## config.mk

```make
export PLATFORM = sky130hd
export DESIGN_NAME = mem_access_stage_flat
export DESIGN_NICKNAME = d
export VERILOG_FILES = /design/src/rtl/mem_access_stage_if.sv /design/src/rtl/mem_access_stage.sv /design/src/flat_wrapper.sv
export SDC_FILE = /design/constraint.sdc
export NUM_CORES = 1
export LEC_CHECK = 0
export BUFFER_PORTS_ARGS = -buffer_cell sky130_fd_sc_hd__buf_2
export CELL_PAD_IN_SITES_DETAIL_PLACEMENT = 0
export CELL_PAD_IN_SITES_GLOBAL_PLACEMENT = 1
export CORE_UTILIZATION = 30
export DETAILED_ROUTE_END_ITERATION = 10
export PLACE_DENSITY_LB_ADDON = 0.1
export SLEW_MARGIN = 20
export SYNTH_ARGS = -nofsm -noshare
export SYNTH_HDL_FRONTEND = slang
export SYNTH_SLANG_ARGS = --single-unit
export TNS_END_PERCENT = 20
```

## constraint.sdc

```tcl
create_clock -name Clk -period 2.15 [get_ports Clk]
set_clock_uncertainty 0.05 [all_clocks]
set_input_delay 0.1075 -clock Clk [delete_from_list [all_inputs] [get_ports Clk]]
set_output_delay 0.1075 -clock Clk [all_outputs]
set_load 0.01 [all_outputs]
```

## src/rtl/mem_access_stage_if.sv

```systemverilog
// -----------------------------------------------------------------------------
// mem_access_stage_if
// Bundles every signal of the MEM pipeline stage except clock and reset:
//   - the EX-side op handshake (in_valid/in_ready plus the op payload),
//   - the flush request,
//   - the data-memory bus (mem_we/mem_re/mem_a/mem_wd out, mem_rd back),
//   - the writeback record presented to WB (wb_valid/wb_regwrite/wb_rd/wb_data).
// Modports:
//   slave  - the MEM stage itself
//   master - the surrounding pipeline and data memory (or a testbench)
// -----------------------------------------------------------------------------
interface mem_access_stage_if #(
    parameter int AW = 8,
    parameter int DW = 8,
    parameter int RW = 3
);
    logic          in_valid;
    logic          in_ready;
    logic          in_load;
    logic          in_store;
    logic [AW-1:0] in_addr;
    logic [DW-1:0] in_wdata;
    logic [DW-1:0] in_alu;
    logic          in_regwrite;
    logic [RW-1:0] in_rd;
    logic          flush;
    logic          mem_we;
    logic          mem_re;
    logic [AW-1:0] mem_a;
    logic [DW-1:0] mem_wd;
    logic [DW-1:0] mem_rd;
    logic          wb_valid;
    logic          wb_regwrite;
    logic [RW-1:0] wb_rd;
    logic [DW-1:0] wb_data;

    modport slave (
        input  in_valid, in_load, in_store, in_addr, in_wdata, in_alu,
               in_regwrite, in_rd, flush, mem_rd,
        output in_ready, mem_we, mem_re, mem_a, mem_wd,
               wb_valid, wb_regwrite, wb_rd, wb_data
    );

    modport master (
        output in_valid, in_load, in_store, in_addr, in_wdata, in_alu,
               in_regwrite, in_rd, flush, mem_rd,
        input  in_ready, mem_we, mem_re, mem_a, mem_wd,
               wb_valid, wb_regwrite, wb_rd, wb_data
    );
endinterface

```

## src/rtl/mem_access_stage.sv

```systemverilog
// -----------------------------------------------------------------------------
// mem_access_stage
// Memory-access stage of the 8-bit pipeline. Takes one op per cycle from EX,
// drives the 256x8 data memory (1-cycle registered read) and produces the
// writeback record for WB. Loads stall the stage for one cycle (LOAD_WAIT)
// while the memory's read data comes back.
// Ports:
//   Clk  - clock
//   Rst  - synchronous active-high reset
//   bus  - mem_access_stage_if.slave (EX handshake, flush, memory bus, WB)
//   perf_loads/perf_stores/perf_stalls - saturating event counters, only
//          present when the macro MEM_STAGE_PERF_EN is defined
// -----------------------------------------------------------------------------
module mem_access_stage #(
    parameter int AW = 8,
    parameter int DW = 8,
    parameter int RW = 3
`ifdef MEM_STAGE_PERF_EN
    ,
    parameter int CW = 16
`endif
) (
    input  logic Clk,
    input  logic Rst,
    mem_access_stage_if.slave bus
`ifdef MEM_STAGE_PERF_EN
    ,
    output logic [CW-1:0] perf_loads,
    output logic [CW-1:0] perf_stores,
    output logic [CW-1:0] perf_stalls
`endif
);

    typedef enum logic {IDLE, LOAD_WAIT} state_t;

    state_t        state_q, state_d;
    logic          wbValid_q, wbValid_d;
    logic          wbRegwrite_q, wbRegwrite_d;
    logic [RW-1:0] wbRd_q, wbRd_d;
    logic [DW-1:0] wbData_q, wbData_d;
    logic [RW-1:0] pendRd_q, pendRd_d;
    logic          pendRegwrite_q, pendRegwrite_d;

    logic          inReady;
    logic          accept;
    logic          memWe;
    logic          memRe;
    logic [AW-1:0] memA;
    logic [DW-1:0] memWd;

    // Reset is folded into in_ready so nothing is accepted while it is held.
    assign inReady = (state_q == IDLE) && !bus.flush && !Rst;
    assign accept  = bus.in_valid && inReady;

    // Next-state and memory-drive logic. A load with store also set is a
    // load only; the store half is dropped. In LOAD_WAIT the memory is idle
    // and the registered read data is forwarded into the writeback record.
    always_comb begin
        state_d        = state_q;
        wbValid_d      = 1'b0;
        wbRegwrite_d   = wbRegwrite_q;
        wbRd_d         = wbRd_q;
        wbData_d       = wbData_q;
        pendRd_d       = pendRd_q;
        pendRegwrite_d = pendRegwrite_q;
        memWe          = 1'b0;
        memRe          = 1'b0;
        memA           = bus.in_addr;
        memWd          = bus.in_wdata;

        case (state_q)
            IDLE: begin
                memRe = accept && bus.in_load;
                memWe = accept && bus.in_store && !bus.in_load;
                if (accept) begin
                    if (bus.in_load) begin
                        pendRd_d       = bus.in_rd;
                        pendRegwrite_d = bus.in_regwrite;
                        state_d        = LOAD_WAIT;
                    end else begin
                        wbValid_d    = 1'b1;
                        wbData_d     = bus.in_alu;
                        wbRd_d       = bus.in_rd;
                        wbRegwrite_d = bus.in_regwrite && !bus.in_store;
                    end
                end
            end
            LOAD_WAIT: begin
                wbValid_d    = !bus.flush;
                wbData_d     = bus.mem_rd;
                wbRd_d       = pendRd_q;
                wbRegwrite_d = pendRegwrite_q && !bus.flush;
                state_d      = IDLE;
            end
            default: state_d = IDLE;
        endcase

        if (Rst) begin
            memWe = 1'b0;
            memRe = 1'b0;
            memA  = '0;
            memWd = '0;
        end
    end

    // State and writeback registers; reset drops any pending load.
    always_ff @(posedge Clk) begin
        if (Rst) begin
            state_q        <= IDLE;
            wbValid_q      <= 1'b0;
            wbRegwrite_q   <= 1'b0;
            wbRd_q         <= '0;
            wbData_q       <= '0;
            pendRd_q       <= '0;
            pendRegwrite_q <= 1'b0;
        end else begin
            state_q        <= state_d;
            wbValid_q      <= wbValid_d;
            wbRegwrite_q   <= wbRegwrite_d;
            wbRd_q         <= wbRd_d;
            wbData_q       <= wbData_d;
            pendRd_q       <= pendRd_d;
            pendRegwrite_q <= pendRegwrite_d;
        end
    end

    assign bus.in_ready    = inReady;
    assign bus.mem_we      = memWe;
    assign bus.mem_re      = memRe;
    assign bus.mem_a       = memA;
    assign bus.mem_wd      = memWd;
    assign bus.wb_valid    = wbValid_q;
    assign bus.wb_regwrite = wbRegwrite_q;
    assign bus.wb_rd       = wbRd_q;
    assign bus.wb_data     = wbData_q;

`ifdef MEM_STAGE_PERF_EN
    logic [CW-1:0] perfLoads_q, perfStores_q, perfStalls_q;

    // Event counters; each sticks at all-ones instead of wrapping.
    always_ff @(posedge Clk) begin
        if (Rst) begin
            perfLoads_q  <= '0;
            perfStores_q <= '0;
            perfStalls_q <= '0;
        end else begin
            if (accept && bus.in_load && (perfLoads_q != '1))
                perfLoads_q <= perfLoads_q + 1'b1;
            if (memWe && (perfStores_q != '1))
                perfStores_q <= perfStores_q + 1'b1;
            if (bus.in_valid && !inReady && (perfStalls_q != '1))
                perfStalls_q <= perfStalls_q + 1'b1;
        end
    end

    assign perf_loads  = perfLoads_q;
    assign perf_stores = perfStores_q;
    assign perf_stalls = perfStalls_q;
`else
    // Counters are not built in this configuration.
`endif

endmodule

```

## src/flat_wrapper.sv

```systemverilog
// flat-port wrapper written by rule: the top's interface ports become plain ports
module mem_access_stage_flat 
#(
    parameter int AW = 8,
    parameter int DW = 8,
    parameter int RW = 3

)
  (Clk, Rst, bus_in_valid, bus_in_load, bus_in_store, bus_in_addr, bus_in_wdata, bus_in_alu, bus_in_regwrite, bus_in_rd, bus_flush, bus_mem_rd, bus_in_ready, bus_mem_we, bus_mem_re, bus_mem_a, bus_mem_wd, bus_wb_valid, bus_wb_regwrite, bus_wb_rd, bus_wb_data);
  mem_access_stage_if #(.AW(AW), .DW(DW), .RW(RW)) bus_i ();
  input  logic Clk;
  input  logic Rst;
  input wire logic [$bits(bus_i.in_valid)-1:0] bus_in_valid;
  input wire logic [$bits(bus_i.in_load)-1:0] bus_in_load;
  input wire logic [$bits(bus_i.in_store)-1:0] bus_in_store;
  input wire logic [$bits(bus_i.in_addr)-1:0] bus_in_addr;
  input wire logic [$bits(bus_i.in_wdata)-1:0] bus_in_wdata;
  input wire logic [$bits(bus_i.in_alu)-1:0] bus_in_alu;
  input wire logic [$bits(bus_i.in_regwrite)-1:0] bus_in_regwrite;
  input wire logic [$bits(bus_i.in_rd)-1:0] bus_in_rd;
  input wire logic [$bits(bus_i.flush)-1:0] bus_flush;
  input wire logic [$bits(bus_i.mem_rd)-1:0] bus_mem_rd;
  output wire logic [$bits(bus_i.in_ready)-1:0] bus_in_ready;
  output wire logic [$bits(bus_i.mem_we)-1:0] bus_mem_we;
  output wire logic [$bits(bus_i.mem_re)-1:0] bus_mem_re;
  output wire logic [$bits(bus_i.mem_a)-1:0] bus_mem_a;
  output wire logic [$bits(bus_i.mem_wd)-1:0] bus_mem_wd;
  output wire logic [$bits(bus_i.wb_valid)-1:0] bus_wb_valid;
  output wire logic [$bits(bus_i.wb_regwrite)-1:0] bus_wb_regwrite;
  output wire logic [$bits(bus_i.wb_rd)-1:0] bus_wb_rd;
  output wire logic [$bits(bus_i.wb_data)-1:0] bus_wb_data;
  assign bus_i.in_valid = bus_in_valid;
  assign bus_i.in_load = bus_in_load;
  assign bus_i.in_store = bus_in_store;
  assign bus_i.in_addr = bus_in_addr;
  assign bus_i.in_wdata = bus_in_wdata;
  assign bus_i.in_alu = bus_in_alu;
  assign bus_i.in_regwrite = bus_in_regwrite;
  assign bus_i.in_rd = bus_in_rd;
  assign bus_i.flush = bus_flush;
  assign bus_i.mem_rd = bus_mem_rd;
  assign bus_in_ready = bus_i.in_ready;
  assign bus_mem_we = bus_i.mem_we;
  assign bus_mem_re = bus_i.mem_re;
  assign bus_mem_a = bus_i.mem_a;
  assign bus_mem_wd = bus_i.mem_wd;
  assign bus_wb_valid = bus_i.wb_valid;
  assign bus_wb_regwrite = bus_i.wb_regwrite;
  assign bus_wb_rd = bus_i.wb_rd;
  assign bus_wb_data = bus_i.wb_data;
  mem_access_stage #(.AW(AW), .DW(DW), .RW(RW)) u_core (.Clk(Clk), .Rst(Rst), .bus(bus_i));
endmodule
```

==> results.md <==
* Post-layout instance area at 0.00143 sq mm
* Cell area after technology mapping at 0.00102 sq mm
* CP max-delay cell: or3_4
* GRT overflow at 0
* Clock sinks at 18
* DRC violations left at 0
* Die area at 0.00364 sq mm
* N_diodes at 0
* Final worst slack at 0.401 ns
* Prevailing post-synth register cell: dfxtp_1
* Hold crit path type: primary input to register
* First-pass GRT wire length at 3830 um
* Period Utilization, post-route at 81.4%
* Peak supply drop at 181 uV
* Final setup fails at 0
* Mean post-synth cell area at 9.54 sq um
* Max stage delay on crit path at 0.50 ns
* First-pass DRT Iterations at 4
* Seq/Total Area, Yosys at 35.3%
* Row cnt at 20
* Yosys Warn Count at 0
* Root Buffer: clkbuf_4
* Crit path max fanout at 12
* Max cap viols at 0
* Num CTS Buffers at 3
* ANT nets after route at 0
* Commonest cells after routing, fill and taps aside: buf_2, dfxtp_1, nor2b_1
* Die height at 60.3 um
* Max clock buf depth at 2
* Pwr dens at 518 mW/mm^2
* Ratio of cells with drive above 1 in the final layout at 52.2%
* GR Util All Layers at 14.0%
* Slew Limit Fails at 0
* Distinct cells, synth at 23
* Static Leak at 0.000666 uW
* Largest net degree at the start of global routing at 20
* Io pins at 74
* Fmax at 0.572 GHz
* Detailed Route WL at 2560 um
* Via/cell ratio at 4.63
* DP HPWL at 2000 um
* Commonest non-fill, non-tap cell in the layout: buf_2
* CTS H-tree depth at 1
* Post-CTS Resized at 0
* Crit path capture: bus_mem_we
* Worst path buffer plus inverter count at 2
* Worst-path cell chain: or3_4 -> clkinv_8 -> and3_1 -> buf_2
* Worst skew pair latency at 0.29 ns
* Filler Cell Count at 327
* Die X at 60.3 um
* Worst setup SP type: register
* Synthesized flop and latch total at 18
* Worst Setup SP: u_core.state_q$_SDFF_PP0_
* Tightest Pin Transition at 0.467 ns
* Core Region at 0.00313 sq mm
* CTS tree: yes
* Top cell type's share of synthesized area at 35.3%
* Cell area after placement at 0.00139 sq mm
* R2R Setup Slk at 0.66 ns
* Tmin final at 1.75 ns
* Setup Total Neg Slack at 0 ns
* Synth Instances at 107
* GP Congestion at 0.728
* 1st-iter DRT viols at 21
* Vias in the first global route at 951
* FFs w/ async S/R, synth at 0%
* R2R cell count at 3
* PortBufs at 73
* Arr. time, crit path at 1.59 ns
* Initial Util at 32.6%
* Levels on crit path at 4
* Reg2reg start: u_core.state_q$_SDFF_PP0_
* Status: completed
* Reg clk slew, reported paths at 0.10 ns
* Initial antenna violation count at 0
* Top delay family on crit path: simple AND/OR/NAND/NOR gates
* Final hold vios at 0
* Max_slew headroom at 68.8%
* RSZ-0062 raised after global routing: no
* WL per Instance at 11.5 um
* Dominant cells by area after synthesis: dfxtp_1, a211oi_2, mux2i_1, nor2b_1, nor3_1
* Worst R2R End: u_core.bus.wb_data[6]$_SDFFE_PP0P_
* Number of synthesized flops with an enable pin at 0
* NumNets Final at 221
* CP required at 1.99 ns
* Crit end category: output port
* Worst Setup Path Type: register to output port
* Worst Setup Slack post-DPL at 0.647 ns
* Total number of vias at 1027
* Area growth from synthesis to layout at 40.3%
* Leading area contributor after synthesis: dfxtp_1
* Syn_nets at 149
[registers in the layout, summed over array words and instances, names as in the netlist]
signal                  flops
u_core.bus.wb_data          8
u_core.bus.wb_rd            3
u_core.bus.wb_regwrite      1
u_core.bus.wb_valid         1
u_core.pendRd_q             3
u_core.pendRegwrite_q       1
u_core.state_q              1
[worst register-to-register path, cell delays in order (launching register included)]
cell	delay, ns
dfxtp_1	0.63
buf_4	0.34
mux2i_1	0.27
a211oi_2	0.09
[kinds of logic after synthesis]
family,Yosys count,share of synthesized area [%]
flip-flops,18,35.3
AND/OR/NAND/NOR,43,25.4
multiplexers,11,10.8
buffers and inverters,13,9.93
AO/OA/AOI/OAI,22,18.6
[where the power goes]
part	total, uW	leakage [uW]	switching (uW)	internal, uW
registers	358	0.000147	8.98	349
logic	177	0.000498	89.4	87.9
clock network	207	0.0000210	103	103
total	742	0.000666	202	540
[per-layer routing]
layer  GRT usage, %  vias to the layer above  wire length (um)
met5              0                        -                 0
met4           4.98                        0                15
met3           2.77                        2               182
met2           28.6                       43              1290
met1           13.7                      460              1070
li1               -                      522                 -
[metrics by stage]
step / utilization (%) / hold slack [ns] / total power, uW / cells
floorplan: - / 0.134 / 470 / 107
detailed placement: 44.3 / 0.308 / 544 / 217
global route: 45.8 / 0.0146 / 788 / 222
CTS: 45.8 / 0.0171 / 756 / 222
finish: 45.8 / 0.0242 / 742 / 222
global placement: 44.3 / 0.307 / 542 / 217
[how the worst min path moves through the flow]
stage | depth (start not counted) | from | slack (ns) | to
final | 3 | bus_in_rd[2] | 0.02 | u_core.pendRd_q[2]$_SDFFE_PP0P_
after global placement | 2 | bus_flush | 0.31 | u_core.bus.wb_valid$_SDFF_PP0_
after detailed placement | 2 | bus_flush | 0.31 | u_core.bus.wb_valid$_SDFF_PP0_
after global routing | 3 | bus_in_rd[1] | 0.01 | u_core.pendRd_q[1]$_SDFFE_PP0P_
after floorplan | 1 | bus_flush | 0.13 | u_core.bus.wb_valid$_SDFF_PP0_
after CTS | 3 | bus_in_regwrite | 0.02 | u_core.pendRegwrite_q$_SDFFE_PP0P_
[repair_timing]
action	CTS	global route
hold buffers	1	0
setup buffers	0	0
hold endpoints to repair	1	0
[final cells by class]
type / count / area (sq um) / share of cell area [%]
clock buffers: 4 / 36.3 / 2.53
inverters: 3 / 23.8 / 1.66
multi-input cells: 76 / 559 / 39.0
flip-flops and latches: 18 / 360 / 25.2
well taps: 44 / 55.1 / 3.84
repair buffers: 77 / 398 / 27.8
[synth_stat cells, types with 3 or more instances]
| cell | n |
|---|---|
| dfxtp_1 | 18 |
| nor2b_1 | 17 |
| nor3_1 | 12 |
| mux2i_1 | 11 |
| a211oi_2 | 9 |
| a21oi_1 | 5 |
| buf_6 | 5 |
| nand3_1 | 4 |
| o21ai_0 | 4 |
| clkbuf_1 | 3 |
| nor2_1 | 3 |
Power figures use the tool's default switching activity.
